### config.mk
export PLATFORM = sky130hd
export DESIGN_NAME = cmsdk_ahb_to_apb_responder_flat
export DESIGN_NICKNAME = d
export VERILOG_FILES = /design/src/rtl/cmsdk_ahb_to_apb_responder_if.sv /design/src/rtl/cmsdk_ahb_to_apb_responder.sv /design/src/flat_wrapper.sv
export SDC_FILE = /design/constraint.sdc
export NUM_CORES = 1
export LEC_CHECK = 0
export BUFFER_PORTS_ARGS = -buffer_cell sky130_fd_sc_hd__buf_2
export CAP_MARGIN = 40
export CORE_ASPECT_RATIO = 0.9
export CORE_MARGIN = 4
export CORE_UTILIZATION = 45
export DETAILED_ROUTE_END_ITERATION = 8
export PLACE_DENSITY_LB_ADDON = 0.25
export RECOVER_POWER = 100
export SETUP_SLACK_MARGIN = 0.05
export SLEW_MARGIN = 15
export SYNTH_ARGS = -nofsm -noshare
export SYNTH_HDL_FRONTEND = slang
export SYNTH_SLANG_ARGS = --single-unit
### constraint.sdc
create_clock -name HCLK -period 3.2 [get_ports HCLK]
set_input_delay 0.64 -clock HCLK [delete_from_list [all_inputs] [get_ports HCLK]]
set_output_delay 0.64 -clock HCLK [all_outputs]
set_load 0.05 [all_outputs]
### src/rtl/cmsdk_ahb_to_apb_responder_if.sv
// AHB-Lite slave-side and APB master-side signals of the AHB-to-APB responder.
// PSTRB/PPROT exist only when AHB_APB_BRIDGE_APB4_EN is defined.
interface cmsdk_ahb_to_apb_responder_if #(
  parameter int ADDR_WIDTH = 16
);
  logic                  HSEL;
  logic [31:0]           HADDR;
  logic [1:0]            HTRANS;
  logic                  HWRITE;
  logic [2:0]            HSIZE;
  logic [3:0]            HPROT;
  logic [31:0]           HWDATA;
  logic                  HREADY;
  logic                  HREADYOUT;
  logic                  HRESP;
  logic [31:0]           HRDATA;
  logic [ADDR_WIDTH-1:0] PADDR;
  logic                  PSEL;
  logic                  PENABLE;
  logic                  PWRITE;
  logic [31:0]           PWDATA;
  logic [31:0]           PRDATA;
  logic                  PREADY;
  logic                  PSLVERR;
`ifdef AHB_APB_BRIDGE_APB4_EN
  logic [3:0]            PSTRB;
  logic [2:0]            PPROT;
`endif

  modport slave (
    input  HSEL, HADDR, HTRANS, HWRITE, HSIZE, HPROT, HWDATA, HREADY,
    input  PRDATA, PREADY, PSLVERR,
`ifdef AHB_APB_BRIDGE_APB4_EN
    output PSTRB, PPROT,
`endif
    output HREADYOUT, HRESP, HRDATA, PADDR, PSEL, PENABLE, PWRITE, PWDATA
  );

  modport master (
    output HSEL, HADDR, HTRANS, HWRITE, HSIZE, HPROT, HWDATA, HREADY,
    output PRDATA, PREADY, PSLVERR,
`ifdef AHB_APB_BRIDGE_APB4_EN
    input  PSTRB, PPROT,
`endif
    input  HREADYOUT, HRESP, HRDATA, PADDR, PSEL, PENABLE, PWRITE, PWDATA
  );
endinterface

### src/rtl/cmsdk_ahb_to_apb_responder.sv
// AHB-Lite responder converting each accepted transfer into one APB3 transfer; AHB waits until PREADY,
// APB errors give a two-cycle ERROR response. Define AHB_APB_BRIDGE_APB4_EN for PSTRB/PPROT sidebands.
module cmsdk_ahb_to_apb_responder #(
  parameter int ADDR_WIDTH     = 16,
  parameter bit REGISTER_RDATA = 1'b1
) (
  input logic                          HCLK,
  input logic                          HRESET,
  cmsdk_ahb_to_apb_responder_if.slave  bus
);
  typedef enum logic [2:0] {
    ST_IDLE, ST_SAMPLE, ST_SETUP, ST_ACCESS, ST_DONE, ST_ERR1, ST_ERR2
  } state_t;

  state_t                state_q, state_d;
  logic [ADDR_WIDTH-1:0] paddr_q, paddr_d;
  logic                  write_q, write_d;
  logic [31:0]           pwdata_q, pwdata_d;
  logic [31:0]           rdata_q, rdata_d;
`ifdef AHB_APB_BRIDGE_APB4_EN
  logic [3:0]            pstrb_q, pstrb_d, strb_dec;
  logic [2:0]            pprot_q, pprot_d;
`endif

  logic        accept, apb_ok, apb_err;
  logic        hreadyout, hresp, psel, penable;
  logic [31:0] hrdata;
  logic        unused_sig;

  // Any cycle that completes with HREADYOUT=1 doubles as an address-phase sample point.
  assign accept  = hreadyout & bus.HSEL & bus.HTRANS[1] & bus.HREADY;
  assign apb_ok  = (state_q == ST_ACCESS) & bus.PREADY & ~bus.PSLVERR;
  assign apb_err = (state_q == ST_ACCESS) & bus.PREADY &  bus.PSLVERR;

  always_ff @(posedge HCLK or posedge HRESET) begin
    if (HRESET) begin
      state_q  <= ST_IDLE;
      paddr_q  <= '0;
      write_q  <= 1'b0;
      pwdata_q <= '0;
      rdata_q  <= '0;
`ifdef AHB_APB_BRIDGE_APB4_EN
      pstrb_q  <= '0;
      pprot_q  <= '0;
`endif
    end else begin
      state_q  <= state_d;
      paddr_q  <= paddr_d;
      write_q  <= write_d;
      pwdata_q <= pwdata_d;
      rdata_q  <= rdata_d;
`ifdef AHB_APB_BRIDGE_APB4_EN
      pstrb_q  <= pstrb_d;
      pprot_q  <= pprot_d;
`endif
    end
  end

  always_comb begin
    state_d = state_q;
    unique case (state_q)
      ST_IDLE, ST_DONE, ST_ERR2: state_d = accept ? ST_SAMPLE : ST_IDLE;
      ST_SAMPLE:                 state_d = ST_SETUP;
      ST_SETUP:                  state_d = ST_ACCESS;
      ST_ACCESS: begin
        if (apb_err)
          state_d = ST_ERR1;
        else if (apb_ok)
          state_d = REGISTER_RDATA ? ST_DONE : (accept ? ST_SAMPLE : ST_IDLE);
      end
      ST_ERR1:                   state_d = ST_ERR2;
      default:                   state_d = ST_IDLE;
    endcase
  end

`ifdef AHB_APB_BRIDGE_APB4_EN
  always_comb begin
    strb_dec = 4'b1111;
    case (bus.HSIZE)
      3'd0:    strb_dec = 4'b0001 << bus.HADDR[1:0];
      3'd1:    strb_dec = 4'b0011 << {bus.HADDR[1], 1'b0};
      default: strb_dec = 4'b1111;
    endcase
  end
`endif

  always_comb begin
    paddr_d  = paddr_q;
    write_d  = write_q;
    pwdata_d = pwdata_q;
    rdata_d  = rdata_q;
`ifdef AHB_APB_BRIDGE_APB4_EN
    pstrb_d  = pstrb_q;
    pprot_d  = pprot_q;
`endif
    if (accept) begin
      paddr_d = {bus.HADDR[ADDR_WIDTH-1:2], 2'b00};
      write_d = bus.HWRITE;
`ifdef AHB_APB_BRIDGE_APB4_EN
      pstrb_d = bus.HWRITE ? strb_dec : 4'b0000;
      pprot_d = {~bus.HPROT[0], 1'b0, bus.HPROT[1]};
`endif
    end
    // HWDATA is only valid in the data phase, i.e. the SAMPLE cycle.
    if (state_q == ST_SAMPLE && write_q)
      pwdata_d = bus.HWDATA;
    if (apb_ok)
      rdata_d = write_q ? 32'h0 : bus.PRDATA;
  end

  always_comb begin
    psel      = 1'b0;
    penable   = 1'b0;
    hreadyout = 1'b1;
    hresp     = 1'b0;
    hrdata    = '0;
    unique case (state_q)
      ST_SAMPLE: hreadyout = 1'b0;
      ST_SETUP: begin
        psel      = 1'b1;
        hreadyout = 1'b0;
      end
      ST_ACCESS: begin
        psel      = 1'b1;
        penable   = 1'b1;
        hreadyout = !REGISTER_RDATA && apb_ok;
        if (!REGISTER_RDATA && apb_ok && !write_q)
          hrdata = bus.PRDATA;
      end
      ST_DONE:   hrdata = rdata_q;
      ST_ERR1: begin
        hreadyout = 1'b0;
        hresp     = 1'b1;
      end
      ST_ERR2:   hresp = 1'b1;
      default:   ;
    endcase
  end

  assign bus.HREADYOUT = hreadyout;
  assign bus.HRESP     = hresp;
  assign bus.HRDATA    = hrdata;
  assign bus.PSEL      = psel;
  assign bus.PENABLE   = penable;
  assign bus.PWRITE    = psel & write_q;
  assign bus.PADDR     = paddr_q;
  assign bus.PWDATA    = pwdata_q;
`ifdef AHB_APB_BRIDGE_APB4_EN
  assign bus.PSTRB     = pstrb_q;
  assign bus.PPROT     = pprot_q;
`endif

  assign unused_sig = ^{bus.HADDR, bus.HTRANS[0], bus.HSIZE, bus.HPROT};
endmodule
### src/flat_wrapper.sv
// flat-port wrapper written by rule: the top's interface ports become plain ports
module cmsdk_ahb_to_apb_responder_flat 
#(
  parameter int ADDR_WIDTH     = 16,
  parameter bit REGISTER_RDATA = 1'b1
)
  (HCLK, HRESET, bus_HSEL, bus_HADDR, bus_HTRANS, bus_HWRITE, bus_HSIZE, bus_HPROT, bus_HWDATA, bus_HREADY, bus_PRDATA, bus_PREADY, bus_PSLVERR, bus_HREADYOUT, bus_HRESP, bus_HRDATA, bus_PADDR, bus_PSEL, bus_PENABLE, bus_PWRITE, bus_PWDATA);
  cmsdk_ahb_to_apb_responder_if #(.ADDR_WIDTH(ADDR_WIDTH)) bus_i ();
  input logic HCLK;
  input logic HRESET;
  input wire logic [$bits(bus_i.HSEL)-1:0] bus_HSEL;
  input wire logic [$bits(bus_i.HADDR)-1:0] bus_HADDR;
  input wire logic [$bits(bus_i.HTRANS)-1:0] bus_HTRANS;
  input wire logic [$bits(bus_i.HWRITE)-1:0] bus_HWRITE;
  input wire logic [$bits(bus_i.HSIZE)-1:0] bus_HSIZE;
  input wire logic [$bits(bus_i.HPROT)-1:0] bus_HPROT;
  input wire logic [$bits(bus_i.HWDATA)-1:0] bus_HWDATA;
  input wire logic [$bits(bus_i.HREADY)-1:0] bus_HREADY;
  input wire logic [$bits(bus_i.PRDATA)-1:0] bus_PRDATA;
  input wire logic [$bits(bus_i.PREADY)-1:0] bus_PREADY;
  input wire logic [$bits(bus_i.PSLVERR)-1:0] bus_PSLVERR;
  output wire logic [$bits(bus_i.HREADYOUT)-1:0] bus_HREADYOUT;
  output wire logic [$bits(bus_i.HRESP)-1:0] bus_HRESP;
  output wire logic [$bits(bus_i.HRDATA)-1:0] bus_HRDATA;
  output wire logic [$bits(bus_i.PADDR)-1:0] bus_PADDR;
  output wire logic [$bits(bus_i.PSEL)-1:0] bus_PSEL;
  output wire logic [$bits(bus_i.PENABLE)-1:0] bus_PENABLE;
  output wire logic [$bits(bus_i.PWRITE)-1:0] bus_PWRITE;
  output wire logic [$bits(bus_i.PWDATA)-1:0] bus_PWDATA;
  assign bus_i.HSEL = bus_HSEL;
  assign bus_i.HADDR = bus_HADDR;
  assign bus_i.HTRANS = bus_HTRANS;
  assign bus_i.HWRITE = bus_HWRITE;
  assign bus_i.HSIZE = bus_HSIZE;
  assign bus_i.HPROT = bus_HPROT;
  assign bus_i.HWDATA = bus_HWDATA;
  assign bus_i.HREADY = bus_HREADY;
  assign bus_i.PRDATA = bus_PRDATA;
  assign bus_i.PREADY = bus_PREADY;
  assign bus_i.PSLVERR = bus_PSLVERR;
  assign bus_HREADYOUT = bus_i.HREADYOUT;
  assign bus_HRESP = bus_i.HRESP;
  assign bus_HRDATA = bus_i.HRDATA;
  assign bus_PADDR = bus_i.PADDR;
  assign bus_PSEL = bus_i.PSEL;
  assign bus_PENABLE = bus_i.PENABLE;
  assign bus_PWRITE = bus_i.PWRITE;
  assign bus_PWDATA = bus_i.PWDATA;
  cmsdk_ahb_to_apb_responder #(.ADDR_WIDTH(ADDR_WIDTH), .REGISTER_RDATA(REGISTER_RDATA)) u_core (.HCLK(HCLK), .HRESET(HRESET), .bus(bus_i));
endmodule
==> key figures <==
Floorplan
  – Height of the die: 93.99 um
  – Initial core utilization: 46.05%
  – Placeable Area: 8029 um^2
  – Die ar.: 9732 um^2
  – Die width: 103.5 um
  – Row Count: 31
  – IO Count: 197

Detailed routing
  – DRC: 0
  – DRT Pass-1 Iters: 4
  – Iter 0 DRT Violations: 68
  – Total wire length: 8365 um
  – Per-cell routed wire length: 15.43 um
  – Vias per cell: 4.812
  – Antenna Violating Nets Remaining: 0
  – DR vias: 2608

Clock network
  – Number of setup buffers added after CTS: 0
  – Post_cts resized: 0
  – CTS tree: done
  – Inserted Clock Buffers: 9
  – Cts-stage hold buffer count: 0
  – CTS H-tree lvls: 3
  – Clock sink total: 82
  – CTS Buffer Depth: 2
  – Root Driver: clkbuf_8
  – Reg clk slew, reported paths: 90 ps
  – Clock latency on the worst-skew pair: 340 ps

Logic synthesis
  – Top area cells in the synthesized netlist: dfrtp_1 (55%), mux2_2 (20%), nor2b_1 (5.6%), and3_1 (5.4%), mux2_4 (4.1%)
  – Yosys top cell by area: dfrtp_1
  – Synth warn: 0
  – FF+latch count, synth: 82
  – Post-Syn Area per Cell: 13.59 um^2
  – Seq/Total Area, Yosys: 55.50%
  – Syn Std Cell Area: 3697 um^2
  – Yosys cell types: 27
  – Post-synth top area share: 55.50%
  – Mapped Cells: 272

Critical path
  – Critical Path AT: 2080 ps
  – CP Data Required Time: 2560 ps
  – CP top delay family: simple AND/OR/NAND/NOR gates
  – CP bufs+invs: 1
  – Critical path fanouts, max: 9
  – CP Cell Sequence: nor2b_1 -> and2_1 -> clkbuf_1
  – R2r worst-path depth: 3
  – CP Class: reg -> out
  – Startpoint Class: flop
  – Crit. End Element: output port
  – Worst path slowest cell: dfrtp_1
  – Critical Path Stages: 3
  – CP max stage delay: 580 ps

Timing
  – Final Hold Viols: 0
  – Slew Limit Fails: 82
  – Fin crit period: 2723 ps
  – Actual slew at the worst max-slew pin: 1782 ps
  – Tcrit/Tclk final: 85.09%
  – Clock Skew: 8.743 ps
  – # setup viols final: 0
  – Max transition margin: -18.81%
  – Fmax: 367.3 MHz
  – RSZ-0062 raised after global routing: false
  – Setup TNS: 0 ps

Global route
  – GRT Resource Usage Total: 18.31%
  – Vias in the first global route: 2878
  – Largest net degree at the start of global routing: 36
  – First-pass GRT wire length: 14280 um
  – Antenna violations before repair: 0
  – Grt ovf: 0

Power
  – Worst IR Drop VDD: 0.7025 mV
  – Pleak: 2.274 nW
  – Pwr/cell area: 1120 nW/um^2

Place
  – GP Congestion: 0.7238
  – Port bufs: 168
  – Placed cell area: 4601 um^2
  – Inst Count DP: 526
  – DP HPWL: 6126 um

Run status
  – Status: finished, violations left
  – Failing checks: capacitance limit, slew limit

Finish
  – Sequential cell area: 2052 um^2
  – Fillers: 731
  – Area growth, synth to finish: 26.09%
  – Commonest cells after routing, fill and taps aside: buf_2 (86), clkbuf_1 (86), dfrtp_1 (82)
  – Nets@finish: 550
  – Share of cells above drive strength 1: 41.76%
  – Area of the multi-input gates: 1485 um^2
  – Finished Layout Cells: 542
  – Final instance area: 4662 um^2
  – Ant diodes: 0

Flow run
  – Max Cap Viol: 3

Hold path
  – Hold Crit Class: in -> async
## final cells by class
type / count / area share, %
Timing Repair Buffer: 176 / 17.02
Multi-Input combinational cell: 167 / 31.86
Inverter: 2 / 0.1879
Tap cell: 99 / 2.657
Clock inverter: 7 / 1.610
Sequential cell: 82 / 44.02
Clock buffer: 9 / 2.657
## sequential cells by signal, indices dropped and copies added, names as in the netlist
register / cells
u_core.rdata_q: 32
u_core.bus.PADDR: 14
u_core.bus.PWDATA: 32
u_core.write_q: 1
u_core.state_q: 3
## through the flow
step                      total power [mW]  hold WS (ps)  setup slack (ps)  utilization [%]
after floorplan                      3.986         455.7             451.6                -
after global placement               4.557         463.2              1161            57.05
after detailed placement             4.629         476.3              1133            57.30
after CTS                            5.389         230.1             733.0            59.78
after global routing                 5.532         466.8             321.8            58.06
final                                5.221         417.2             477.1            58.06
## final timing paths
kind | from | endpoint | slack, ps
worst max-delay path | u_core.state_q[1] | bus_PENABLE | 480
worst min-delay path | HRESET | u_core.bus.PWDATA[3] | 420
worst max register to register | u_core.state_q[1] | u_core.bus.PADDR[7] | 490
worst min register to register | u_core.bus.PWDATA[19] | u_core.bus.PWDATA[19] | 490
max in group asynchronous | HRESET | u_core.bus.PWDATA[14] | 1220
min in group HCLK | u_core.bus.PWDATA[19] | u_core.bus.PWDATA[19] | 490
## power by group
group	total [mW]	internal (mW)	switching, mW
Combinational	2.64	0.781	1.85
Clock	0.750	0.364	0.386
Sequential	1.84	1.55	0.285
## metal layers
metal  vias to the layer above  part of all wire [%]  wire length (um)  track usage, %
li1                       1259                     -                 -               -
met1                      1251                    42              3530           22.55
met2                        89                    50              4189           30.99
met3                         9                   6.2               518           5.636
met4                         0                   1.5               127           6.091
met5                         -                     0                 0               0
## kinds of logic (layout without fill, tap and decap cells)
group	Yosys count	after routing	share of synthesized area [%]
other cells	1	2	0.1014
mux	79	79	25.08
simple gates	78	78	13.30
compound gates	7	7	1.354
flops	82	82	55.50
buf+inv	24	194	4.433
xor+xnor	1	1	0.2369
## synthesized netlist by cell type
library cell,number
buf_2,1
dfrtp_1,82
mux2_1,3
nand3_1,1
nor2b_1,33
buf_12,1
nor4bb_1,1
mux2_4,10
and2b_1,2
o21ai_0,1
a21o_1,1
buf_4,7
inv_1,2
a21oi_4,1
xor2_1,1
and3_1,32
mux2_2,66
a31oi_1,1
a21oi_1,3
nor2_1,1
and4bb_1,1
or2_4,1
clkbuf_1,9
and2_1,3
buf_6,4
nand2_1,3
conb_1,1
Note: power is estimated with default switching activity, not from simulation.
